### src/rtl/ram_data_sta_accum.sv
// ram_data_sta_accum: read-modify-write counter engine with zero-fill and host snapshot reads.
// Define RAM_DATA_STA_SAT_EN for saturating counters plus a sat_flag output.
module ram_data_sta_accum #(
    parameter int ADDR_WIDTH = 4,
    parameter int DATA_WIDTH = 32,
    parameter int INC_WIDTH  = 8,
    parameter int CLR_ON_RD  = 1
) (
    input  logic                  clk,
    input  logic                  rst,
`ifdef RAM_DATA_STA_SAT_EN
    output logic                  sat_flag,
`endif
    input  logic                  clr_all,
    output logic                  busy,
    input  logic                  evt_valid,
    output logic                  evt_ready,
    input  logic [ADDR_WIDTH-1:0] evt_idx,
    input  logic [INC_WIDTH-1:0]  evt_inc,
    input  logic                  host_rd_req,
    input  logic [ADDR_WIDTH-1:0] host_rd_addr,
    output logic                  host_rd_ack,
    output logic [DATA_WIDTH-1:0] host_rd_data,
    output logic                  ram_wr_en,
    output logic [ADDR_WIDTH-1:0] ram_wr_addr,
    output logic [DATA_WIDTH-1:0] ram_wr_data,
    output logic [ADDR_WIDTH-1:0] ram_rd_addr,
    input  logic [DATA_WIDTH-1:0] ram_rd_data
);
    typedef enum logic {CLEAR, RUN} state_t;

    state_t                  state_q, state_d;
    logic [ADDR_WIDTH-1:0]   clr_ptr_q, clr_ptr_d;
    logic [1:0]              pend_q, pend_d;
    logic                    ack_q, ack_d;
    logic [DATA_WIDTH-1:0]   data_q, data_d;
    logic                    run, force_host, host_sel, evt_go;
    logic [DATA_WIDTH-1:0]   sum;
`ifdef RAM_DATA_STA_SAT_EN
    logic [DATA_WIDTH:0]     sum_w;
    logic                    sat_q;
`endif

    always_comb begin
        run        = !rst && state_q == RUN;
        // a request waiting two cycles steals the next slot from the event stream
        force_host = host_rd_req && pend_q == 2'd2;
        evt_ready  = run && !force_host;
        evt_go     = evt_valid && evt_ready;
        host_sel   = run && host_rd_req && (force_host || !evt_valid);
        busy       = !run;
        ram_rd_addr = host_sel ? host_rd_addr : evt_idx;
`ifdef RAM_DATA_STA_SAT_EN
        sum_w = {1'b0, ram_rd_data} + (DATA_WIDTH+1)'(evt_inc);
        sum   = sum_w[DATA_WIDTH] ? '1 : sum_w[DATA_WIDTH-1:0];
`else
        sum = ram_rd_data + DATA_WIDTH'(evt_inc);
`endif
        ram_wr_en   = !rst && (state_q == CLEAR || evt_go || (host_sel && CLR_ON_RD != 0));
        ram_wr_addr = !run ? clr_ptr_q : evt_go ? evt_idx : host_rd_addr;
        ram_wr_data = evt_go ? sum : '0;
        state_d   = clr_all ? CLEAR : (state_q == CLEAR && &clr_ptr_q) ? RUN : state_q;
        clr_ptr_d = (clr_all || state_q == RUN) ? '0 : clr_ptr_q + 1'b1;
        pend_d    = (host_sel || !host_rd_req) ? 2'd0 : (pend_q == 2'd2 ? 2'd2 : pend_q + 2'd1);
        ack_d     = host_sel;
        data_d    = host_sel ? ram_rd_data : data_q;
    end

    always_ff @(posedge clk) begin
        if (rst) begin
            state_q   <= CLEAR;
            clr_ptr_q <= '0;
            pend_q    <= '0;
            ack_q     <= 1'b0;
            data_q    <= '0;
`ifdef RAM_DATA_STA_SAT_EN
            sat_q     <= 1'b0;
`endif
        end else begin
            state_q   <= state_d;
            clr_ptr_q <= clr_ptr_d;
            pend_q    <= pend_d;
            ack_q     <= ack_d;
            data_q    <= data_d;
`ifdef RAM_DATA_STA_SAT_EN
            sat_q     <= evt_go && sum_w[DATA_WIDTH];
`endif
        end
    end

    assign host_rd_ack  = ack_q;
    assign host_rd_data = data_q;
`ifdef RAM_DATA_STA_SAT_EN
    assign sat_flag = sat_q;
`endif
endmodule
### config.mk
export PLATFORM = sky130hd
export DESIGN_NAME = ram_data_sta_accum
export DESIGN_NICKNAME = d
export VERILOG_FILES = /design/src/rtl/ram_data_sta_accum.sv
export SDC_FILE = /design/constraint.sdc
export NUM_CORES = 1
export LEC_CHECK = 0
export ABC_CLOCK_PERIOD_IN_PS = 3010
export CORE_UTILIZATION = 40
export CTS_CLUSTER_SIZE = 30
export DETAILED_ROUTE_END_ITERATION = 16
export GPL_TIMING_DRIVEN = 1
export PLACE_DENSITY = 0.77
export SETUP_SLACK_MARGIN = 0.5
export SYNTH_ARGS = -nofsm -noshare
export SYNTH_HDL_FRONTEND = slang
export SYNTH_SLANG_ARGS = --single-unit
### constraint.sdc
create_clock -name clk -period 3.01 [get_ports clk]
set_input_delay 0.301 -clock clk [delete_from_list [all_inputs] [get_ports clk]]
set_output_delay 0.301 -clock clk [all_outputs]
set_load 0.005 [all_outputs]
# Word level (Yosys, flattened, before mapping)
# Cells that the tools add are included.
[word_totals] register_bits=40 input_bits=53 wordCells=39
[classes] n_addsub=3 eq_ne=1 muxes=5 bitwise=1 n_reduce_logical=23
[op_table] cell="adder 32 x 8 -> 32 bit" count=1
[op_table] cell="2-to-1 mux 32 bit" count=1
[op_table] cell="2-to-1 mux 4 bit" count=3
[op_table] cell="logical AND 1 bit" count=8
[op_table] cell="OR reduction 2 bit" count=3
[op_table] cell="zero test 1 bit" count=5
[op_table] cell="logical OR 1 bit" count=5
[op_table] cell="adder 4 x 1 -> 4 bit, second input constant" count=1
[op_table] cell="AND reduction 4 bit" count=1
[op_table] cell="OR reduction 3 bit" count=1
[op_table] cell="adder 2 x 1 -> 2 bit, second input constant" count=1
[op_table] cell="equality test 2 bit, second input constant" count=1
[op_table] cell="2-to-1 mux 2 bit" count=1
[op_table] cell="inverter 1 bit" count=1

# Longest topological paths before layout
# Gate-level depths: netlist (run 1).
[logic_depth] depth_word=8 mapped_depth=10 mapped_depth_nobuf=8

# Worst setup path before layout (run 1)
# Ideal clock, no wire load.
[synth_path] path_type="input to output" startpoint="input evt_inc[0]" endpoint="output ram_wr_data[22]" arrival_time_ns=2.093 t_required_ns=2.709 slack_ns=0.616 stages=10 n_path_buf=2 cell_sequence="ha_1 -> inv_1 -> fa_1 -> nor2b_1 -> o211ai_1 -> a21o_1 -> buf_6 -> buf_6 -> a211oi_1 -> mux2i_1"
[synth_via] elab_chain_cells=2
[synth_rtl] element="start, declared" line_no="19" source="input logic [INC_WIDTH-1:0] evt_inc,"
[synth_rtl] element="adder 32 x 8 -> 32 bit" line_no="57" source="sum = ram_rd_data + DATA_WIDTH'(evt_inc);"
[synth_rtl] element="2-to-1 mux 32 bit" line_no="61" source="ram_wr_data = evt_go ? sum : '0;"
[synth_rtl] element="end, declared" line_no="26" source="output logic [DATA_WIDTH-1:0] ram_wr_data,"
# Every way passes these cells.

# Worst setup path in the final report (run 1)
[layout_path] startpoint="input ram_rd_data[0]" endpoint="output ram_wr_data[24]"
[layout_via] elab_chain_cells=2
[layout_rtl] element="start, declared" line_no="28" source="input logic [DATA_WIDTH-1:0] ram_rd_data"
[layout_rtl] element="adder 32 x 8 -> 32 bit" line_no="57"
[layout_rtl] element="2-to-1 mux 32 bit" line_no="61"
# Every way passes these cells.

==> PnR_summary.wiki, run 1 <==
{| class="wikitable"
! Metric !! Value
|-
| Gate power share || 33.0%
|-
| Total via count after detailed routing || 3,627
|-
| Critical Path Start Type || input port
|-
| Result of the run || finished, final reports clean
|-
| Crit path required time || 2.71 ns
|-
| Ranking of synthesized cells by area || sky130_fd_sc_hd__dfxtp_1 (29%), sky130_fd_sc_hd__o21ai_0 (8.6%), sky130_fd_sc_hd__nand2_1 (8.2%), sky130_fd_sc_hd__nand2b_1 (7.6%), sky130_fd_sc_hd__ha_1 (4.5%)
|-
| Worst Path Max Fanout || 5
|-
| Leading cell types by count after synthesis || sky130_fd_sc_hd__nand2_1 (61), sky130_fd_sc_hd__o21ai_0 (48), sky130_fd_sc_hd__dfxtp_1 (40)
|-
| Setup repair after global routing missed its margin || yes
|-
| Setup skew after layout || 0.01277 ns
|-
| Share of power burned in the clock network || 26.5%
|-
| Maximum number of buffers from clock root to sink || 2
|-
| Family of cells with the greatest summed delay on the critical path || compound AO/OA/AOI/OAI gates
|-
| Slew margin rel. || about 68%
|-
| Average routed wire per standard cell || 16.75 um
|-
| First-pass iteration count of the detailed router || 4
|-
| Total of buffers placed on input and output ports || 128
|-
| Final Routed Wirelength || around 11,000 um
|-
| Async SR Flop Fraction || 0%
|-
| Via count of the first global-routing pass || 3,463
|-
| First-pass GRT wire length || 16,400 um
|-
| Multi-input gate area in the final layout || 2187 um^2
|-
| Number of enable-type register cells in the synthesized netlist || 0
|-
| Flip-flop and latch area || 800.8 um^2
|-
| H-tree lvl count || 2
|-
| Area share of the leading cell type in the synthesized netlist || between 20% and 30%
|-
| Yosys top cell by area || sky130_fd_sc_hd__dfxtp_1
|-
| Clock network latency to the later pin of the worst-skew pair || 0.30 ns
|-
| Internal power || 0.0009304 W
|-
| Cells traversed along the worst timing path || buf_8 -> ha_4 -> inv_2 -> fa_2 -> nor2b_2 -> o211ai_1 -> a21o_4 -> buf_6 -> a2111oi_4 -> mux2i_1 -> buf_2
|-
| Largest net degree at the start of global routing || 54
|-
| Fin nets || between 600 and 700
|-
| Clock root buffer master || sky130_fd_sc_hd__clkbuf_8
|-
| Flop pwr share || 40.5%
|-
| Final non-filler cell total || 653
|-
| Number of inserted diodes || 0
|-
| Reported leakage power || 2.042 nW
|-
| Crit-path max cell delay || 0.36 ns
|-
| Final core area utilization || 76.00%
|-
| Count of antenna-violating nets left after detailed routing || 0
|-
| Synthesized cell area || 2786 um^2
|-
| Highest Clock Rate || 0.3802 GHz
|-
| Reported net switching power || around 0.00039 W
|-
| Cts bufs inserted || 5
|-
| Register bit count reported by yosys || 40
|-
| Share of synthesized area occupied by flip-flops and latches || 28.74%
|-
| Global-route usage over all layers || roughly 28%
|-
| Horizontal extent of the die || 85.46 um
|-
| Max stage delay cell, worst path || sky130_fd_sc_hd__fa_2
|-
| Top-Level Pins || 129
|-
| Slew Limit Fails || 0
|-
| Yosys warning count || 0
|-
| Hold violation total from the final report || 0
|-
| # setup viols final || 0
|-
| Worst EP arrival || 2.33 ns
|-
| Fillcell total || 482
|-
| Drt initial violations || about 130
|-
| Die Span Y || 85.46 um
|-
| Synthesis-to-layout area growth || 84.28%
|-
| HPWL reported at the end of detailed placement || 7081 um
|-
| Die Footprint || between 7000 and 8000 um^2
|-
| Cts hold-fix bufs || 0
|-
| Peak supply drop || between 0.00015 and 0.0002 V
|-
| Tightest Pin Transition || 0.4838 ns
|-
| MaxCap Viol Count || 0
|-
| TritonCTS clock tree || done
|-
| Synth Area per Inst || about 7.5 um^2
|-
| Number of buffers and inverters on the critical path || 4
|-
| Cell with the most instances after synthesis || sky130_fd_sc_hd__nand2_1
|-
| Reg clk slew, reported paths || 0.09 ns
|-
| Number of instances in the synthesized netlist || 371
|-
| Core Region || a little under 7000 um^2
|-
| Power per standard cell area || 256.5 nW/um^2
|-
| Mapped Nets || ~440
|-
| Path type of the worst setup path || input port to output port
|-
| Time the worst path needs with I/O delays and setup || 2.630 ns
|-
| Fin crit share || 87.38%
|-
| Share of cells above drive strength 1 || 33.86%
|-
| Cell row count || 30
|-
| Residual overflow from global routing || 0
|-
| Type of destination of the critical path || output port
|-
| Average vias per placed instance || 5.554
|-
| Starting utilization of the core area || 41.24%
|-
| GPL Wtd Cong || slightly above 0.8
|-
| Flip-flop cell with the highest count after synthesis || sky130_fd_sc_hd__dfxtp_1
|-
| # placed instances || between 600 and 700
|-
| Switch share || 29.37%
|-
| Worst min-delay path category || input port to flop
|-
| Clock net sink count || 40
|-
| Initial antenna violation count || 0
|-
| Number of design rule violations left after detail routing || 0
|-
| Cell variety after synth || between 40 and 50
|}
==> layout by cell type (no fill, tap or decap), types with 3 or more instances in the layout <==
cell | Yosys | routed
sky130_fd_sc_hd__a21oi_1 | 20 | 13
sky130_fd_sc_hd__nand3_1 | 8 | 6
sky130_fd_sc_hd__and4_1 | 3 | 3
sky130_fd_sc_hd__ha_4 | 0 | 8
sky130_fd_sc_hd__dlygate4sd2_1 | 0 | 9
sky130_fd_sc_hd__o21ai_0 | 48 | 37
sky130_fd_sc_hd__clkdlybuf4s50_1 | 0 | 77
sky130_fd_sc_hd__nand4_1 | 6 | 6
sky130_fd_sc_hd__clkbuf_8 | 0 | 5
sky130_fd_sc_hd__a211oi_4 | 0 | 3
sky130_fd_sc_hd__a2111o_1 | 5 | 5
sky130_fd_sc_hd__or4_4 | 0 | 4
sky130_fd_sc_hd__mux2i_1 | 12 | 12
sky130_fd_sc_hd__buf_4 | 1 | 74
sky130_fd_sc_hd__mux2_4 | 0 | 4
sky130_fd_sc_hd__inv_1 | 12 | 10
sky130_fd_sc_hd__buf_6 | 2 | 12
sky130_fd_sc_hd__dlymetal6s2s_1 | 0 | 4
sky130_fd_sc_hd__o21ai_1 | 1 | 9
sky130_fd_sc_hd__a21oi_2 | 0 | 7
sky130_fd_sc_hd__nor2_1 | 13 | 9
sky130_fd_sc_hd__xnor2_1 | 3 | 3
sky130_fd_sc_hd__buf_2 | 7 | 24
sky130_fd_sc_hd__a211oi_2 | 3 | 4
sky130_fd_sc_hd__buf_12 | 0 | 5
sky130_fd_sc_hd__nor2_2 | 0 | 3
sky130_fd_sc_hd__dfxtp_1 | 40 | 40
sky130_fd_sc_hd__a31oi_1 | 3 | 3
sky130_fd_sc_hd__nand2b_1 | 34 | 34
sky130_fd_sc_hd__or3_1 | 14 | 14
sky130_fd_sc_hd__o21ai_2 | 0 | 3
sky130_fd_sc_hd__nand2_1 | 61 | 60
sky130_fd_sc_hd__o31ai_1 | 5 | 5
sky130_fd_sc_hd__clkbuf_2 | 0 | 10
==> state kept, by name, indices dropped and copies added, names as in the netlist <==
signal,flops
clr_ptr_q,4
host_rd_ack,1
host_rd_data,32
pend_q,2
state_q,1
==> metrics by stage <==
| stage | total power (W) | setup WS (ns) | instance area [um^2] | TNS [ns] | hold slack [ns] |
|---|---|---|---|---|---|
| floorplan | 0.0006639 | 0.6159 | 2786 | 0 | 0.3778 |
| global placement | 0.0008485 | -0.3963 | 4516 | -6.926 | 0.4188 |
| detailed placement | 0.0008558 | -0.5035 | 4516 | -9.192 | 0.4488 |
| CTS | 0.001264 | 0.3416 | 4931 | 0 | 0.1966 |
| global route | 0.001377 | 0.3231 | 5135 | 0 | 0.2272 |
| finish | 0.001317 | 0.3799 | 5135 | 0 | 0.2101 |
==> power by group through the flow <==
| stage | Sequential (W) | Clock, W | Combinational [W] |
|---|---|---|---|
| 2_1_floorplan | 0.000545 | 0 | 0.000119 |
| 3_3_place_gp | 0.000546 | 0 | 0.000303 |
| 3_5_place_dp | 0.000546 | 0 | 0.000310 |
| 4_1_cts | 0.000533 | 0.000362 | 0.000368 |
| 5_1_grt | 0.000533 | 0.000385 | 0.000459 |
| 6_report | 0.000533 | 0.000349 | 0.000435 |
==> cells by family (layout without fill, tap and decap cells) <==
family          after synthesis  in the layout  share of synthesized area, %
buf+inv                      36            238                         5.837
mux                          16             16                         5.927
simple gates                161            161                         29.91
xor+xnor                      5              5                         1.572
flops                        40             40                         28.74
fa+ha+maj                    11             11                         5.209
compound gates              102            102                         22.81
==> cell type report <==
class	count	area share [%]
flip-flops and latches	40	15.59
multi-input cells	295	42.59
repair buffers	219	37.40
well taps	80	1.949
clock inverters	2	0.2437
inverters	12	0.8772
clock buffers	5	1.340
==> what timing repair did <==
item / CTS / global route
endpoints found under the setup margin: 36 / 35
buffers inserted: 19 / 14
resized for setup: 169 / 77
gates cloned: 0 / 2
pin swaps: 30 / 26
==> final timing paths <==
| kind | start | end | slack [ns] | cells past startpoint |
|---|---|---|---|---|
| worst min register to register | pend_q[0]$_SDFF_PP0_ | pend_q[0]$_SDFF_PP0_ | 0.45 | 1 |
| worst min-delay path | ram_rd_data[0] | host_rd_data[0]$_SDFFE_PP0P_ | 0.21 | 3 |
| worst max register to register | state_q$_SDFFE_PP0P_ | host_rd_data[21]$_SDFFE_PP0P_ | 1.00 | 6 |
| worst max-delay path | ram_rd_data[0] | ram_wr_data[24] | 0.38 | 11 |
==> per-layer routing <==
layer  vias to the layer above  wire (um)  track usage, %
met2                       154       5421           50.40
met3                        24        773           5.545
met5                         -          0               0
met1                      1730       4434           34.01
met4                         0        311           8.485
li1                       1719          -               -
==> worst reg2reg max path: stages, from the launching register on <==
cell and delay (ns):
sky130_fd_sc_hd__dfxtp_1 0.46, sky130_fd_sc_hd__nand2b_4 0.09, sky130_fd_sc_hd__buf_12 0.16, sky130_fd_sc_hd__a211oi_4 0.36, sky130_fd_sc_hd__buf_4 0.19, sky130_fd_sc_hd__buf_4 0.41
sky130_fd_sc_hd__o21ai_0 0.20
No activity file was read; power rests on OpenSTA's default activity.
==> run 2: changes to the inputs <==
Settings changed: RECOVER_POWER set to 100.
==> PnR_summary.wiki, run 2 (synthesis results as in run 1) <==
{| class="wikitable"
! Metric !! Value
|-
| Tightest Pin Transition || 1.269 ns (was 0.4838 ns)
|-
| Total via count after detailed routing || 3,625 (was 3,627)
|-
| Worst Path Max Fanout || 7 (was 5)
|-
| Final non-filler cell total || 653 (unchanged)
|-
| Final Routed Wirelength || 10,930 um (was 10,940 um)
|-
| Setup skew after layout || 0.01700 ns (was 0.01277 ns)
|-
| Clock network latency to the later pin of the worst-skew pair || 0.30 ns (about the same)
|-
| Total negative slack for setup checks || 0 ns (unchanged)
|-
| Initial antenna violation count || 0 (unchanged)
|-
| R2r setup slk || 0.55 ns (was 1.00 ns)
|-
| Crit path required time || 2.71 ns (about the same)
|-
| Most common cell after layout, fill and taps aside || sky130_fd_sc_hd__buf_4 (was sky130_fd_sc_hd__clkdlybuf4s50_1)
|-
| Power per standard cell area || 259.5 nW/um^2 (was 256.5 nW/um^2)
|-
| Power after layout || 0.001309 W (was 0.001317 W)
|-
| Fillcell total || 507 (was 482)
|-
| GPL Wtd Cong || 0.8220 (unchanged)
|-
| Path type of the worst setup path || input port to output port (unchanged)
|-
| Setup repair after global routing missed its margin || yes (unchanged)
|-
| TritonCTS clock tree || done (unchanged)
|-
| Clock net sink count || 40 (unchanged)
|-
| Cell row count || 30 (unchanged)
|-
| Internal power || 0.0009222 W (was 0.0009304 W)
|-
| Largest register FFs || 32 (unchanged)
|-
| Number of buffers and inverters on the critical path || 6 (was 4)
|-
| Total of buffers placed on input and output ports || 128 (unchanged)
|-
| Gate power share || 32.2% (was 33.0%)
|-
| Cells traversed along the worst timing path || buf_8 -> ha_4 -> clkbuf_4 -> buf_6 -> a211oi_1 -> o21bai_2 -> a31oi_1 -> clkbuf_2 -> clkbuf_16 -> o31ai_1 -> a21oi_2 -> clkbuf_1 (was buf_8 -> ha_4 -> inv_2 -> fa_2 -> nor2b_2 -> o211ai_1 -> a21o_4 -> buf_6 -> a2111oi_4 -> mux2i_1 -> buf_2)
|-
| Share of power burned in the clock network || 27.0% (was 26.5%)
|-
| Worst min-delay path category || input port to flop (unchanged)
|-
| Number of design rule violations left after detail routing || 0 (unchanged)
|-
| Result of the run || finished, final reports clean (unchanged)
|-
| Maximum number of buffers from clock root to sink || 2 (unchanged)
|-
| GRT met1 Usage || 34.01% (unchanged)
|-
| Flop pwr share || 40.7% (was 40.5%)
|-
| Switch share || 29.55% (was 29.37%)
|-
| Crit-path max cell delay || 0.39 ns (was 0.36 ns)
|-
| First-pass iteration count of the detailed router || 4 (unchanged)
|-
| Highest Clock Rate || 0.3679 GHz (was 0.3802 GHz)
|-
| Clock root buffer master || sky130_fd_sc_hd__clkbuf_8 (unchanged)
|-
| Smallest hold slack || 0.2031 ns (was 0.2101 ns)
|-
| Via count of the first global-routing pass || 3,463 (unchanged)
|-
| Share of cells above drive strength 1 || 30.02% (was 33.86%)
|-
| Reported leakage power || 2.099 nW (was 2.042 nW)
|-
| # setup viols final || 0 (unchanged)
|-
| Critical Path Start Type || input port (unchanged)
|-
| Average routed wire per standard cell || 16.73 um (was 16.75 um)
|-
| Average vias per placed instance || 5.551 (was 5.554)
|-
| Time the worst path needs with I/O delays and setup || 2.718 ns (was 2.630 ns)
|-
| # placed instances || 611 (unchanged)
|-
| Hold violation total from the final report || 0 (unchanged)
|-
| Residual overflow from global routing || 0 (unchanged)
|-
| Horizontal extent of the die || 85.46 um (unchanged)
|-
| Family of cells with the greatest summed delay on the critical path || buffers and inverters (was compound AO/OA/AOI/OAI gates)
|-
| Synthesis-to-layout area growth || 81.01% (was 84.28%)
|-
| Drt initial violations || 129 (was 127)
|-
| Die Footprint || 7303 um^2 (unchanged)
|-
| Fin crit share || 90.30% (was 87.38%)
|-
| MaxCap Viol Count || 0 (unchanged)
|-
| First-pass GRT wire length || 16,400 um (unchanged)
|-
| Met3 track demand over resource || 5.545% (unchanged)
|-
| Count of antenna-violating nets left after detailed routing || 0 (unchanged)
|-
| Global-route usage over all layers || 28.19% (unchanged)
|-
| Type of destination of the critical path || output port (unchanged)
|-
| Max stage delay cell, worst path || sky130_fd_sc_hd__a211oi_1 (was sky130_fd_sc_hd__fa_2)
|-
| Worst path setup slack after routing || 0.2919 ns (was 0.3799 ns)
|-
| Place WS || -0.5035 ns (unchanged)
|-
| Global routing's busiest layer || met2 (unchanged)
|-
| Reported net switching power || 0.0003868 W (about the same)
|-
| Fin nets || 637 (unchanged)
|-
| Slew margin rel. || 15.37% (was 67.75%)
|-
| Reg clk slew, reported paths || 0.09 ns (about the same)
|-
| Die Span Y || 85.46 um (unchanged)
|-
| Cts hold-fix bufs || 0 (unchanged)
|-
| Most frequent cells in the layout || sky130_fd_sc_hd__buf_4 (67), sky130_fd_sc_hd__nand2_1 (60), sky130_fd_sc_hd__dfxtp_1 (40), sky130_fd_sc_hd__dlygate4sd3_1 (40), sky130_fd_sc_hd__o21ai_0 (39) (was sky130_fd_sc_hd__clkdlybuf4s50_1 (77), sky130_fd_sc_hd__buf_4 (74), sky130_fd_sc_hd__nand2_1 (60))
|-
| Worst EP arrival || 2.42 ns (was 2.33 ns)
|-
| Core Region || 6756 um^2 (unchanged)
|-
| Number of inserted diodes || 0 (unchanged)
|-
| H-tree lvl count || 2 (unchanged)
|-
| HPWL reported at the end of detailed placement || 7081 um (unchanged)
|-
| Slew Limit Fails || 0 (unchanged)
|-
| Cts bufs inserted || 5 (unchanged)
|-
| Starting utilization of the core area || 41.24% (unchanged)
|-
| Met2 Use GR || 50.40% (unchanged)
|-
| Top-Level Pins || 129 (unchanged)
|-
| Peak supply drop || 0.0001757 V (was 0.0001719 V)
|-
| Largest net degree at the start of global routing || 54 (unchanged)
|}
-- run 2: cell count changes in the layout (fill, tap and decap cells not counted), moves of 3 or more --
cell / delta
sky130_fd_sc_hd__buf_2: -14
sky130_fd_sc_hd__buf_4: -7
sky130_fd_sc_hd__clkbuf_1: +13
sky130_fd_sc_hd__clkbuf_2: +5
sky130_fd_sc_hd__clkbuf_4: +4
sky130_fd_sc_hd__clkdlybuf4s50_1: -40
sky130_fd_sc_hd__dlygate4sd3_1: +40
sky130_fd_sc_hd__mux2_4: -3
-- run 2: cell type report --
type / instances / area [um^2] / share of cell area (%)
timing repair buffer: 219 / 1891 / 37.48
multi-input combinational: 295 / 2126 / 42.15
clock buffer: 5 / 68.82 / 1.364
sequential: 40 / 800.8 / 15.88
tap: 80 / 100.1 / 1.985
inverter: 12 / 45.04 / 0.8931
clock inverter: 2 / 12.51 / 0.2481
-- run 2: worst paths after layout --
check / end / depth (start not counted) / from
setup / recovery: ram_wr_data[23] / 12 / ram_rd_data[0]
hold / removal: host_rd_data[0]$_SDFFE_PP0P_ / 3 / ram_rd_data[0]
setup reg to reg: host_rd_data[29]$_SDFFE_PP0P_ / 6 / state_q$_SDFFE_PP0P_
hold reg to reg: pend_q[0]$_SDFF_PP0_ / 1 / pend_q[0]$_SDFF_PP0_
-- run 2: worst min-delay path, stage by stage --
cell and delay, ns:
sky130_fd_sc_hd__buf_8 0.08, sky130_fd_sc_hd__nand2_1 0.04, sky130_fd_sc_hd__o21ai_0 0.06
-- run 2: power by group through the flow --
stage	sequential, W	combinational, W	clock (W)
global placement	0.000546	0.000303	0
CTS	0.000533	0.000368	0.000362
floorplan	0.000545	0.000119	0
detailed placement	0.000546	0.000310	0
finish	0.000533	0.000422	0.000354
global route	0.000533	0.000446	0.000385
-- run 2: metrics by stage --
step	area (um^2)	util (%)
2_1_floorplan	2786	-
3_3_place_gp	4516	66.83
3_5_place_dp	4516	66.83
4_1_cts	4931	72.98
5_1_grt	5044	74.65
6_report	5044	74.65
-- run 2: repair_timing --
item | CTS | global route
pin swaps | 30 | 26
gates cloned | 0 | 2
endpoints found under the hold margin | 0 | 0
buffers inserted | 19 | 14
endpoints found under the setup margin | 36 | 35
gates resized for setup | 169 | 77
-- run 2: per-layer routing --
metal,vias up,wire [um],share of wire [%]
met5,-,0,0
met4,0,261,2.4
met3,22,818,7.5
met2,157,5369,49
met1,1727,4477,41
li1,1719,-,-
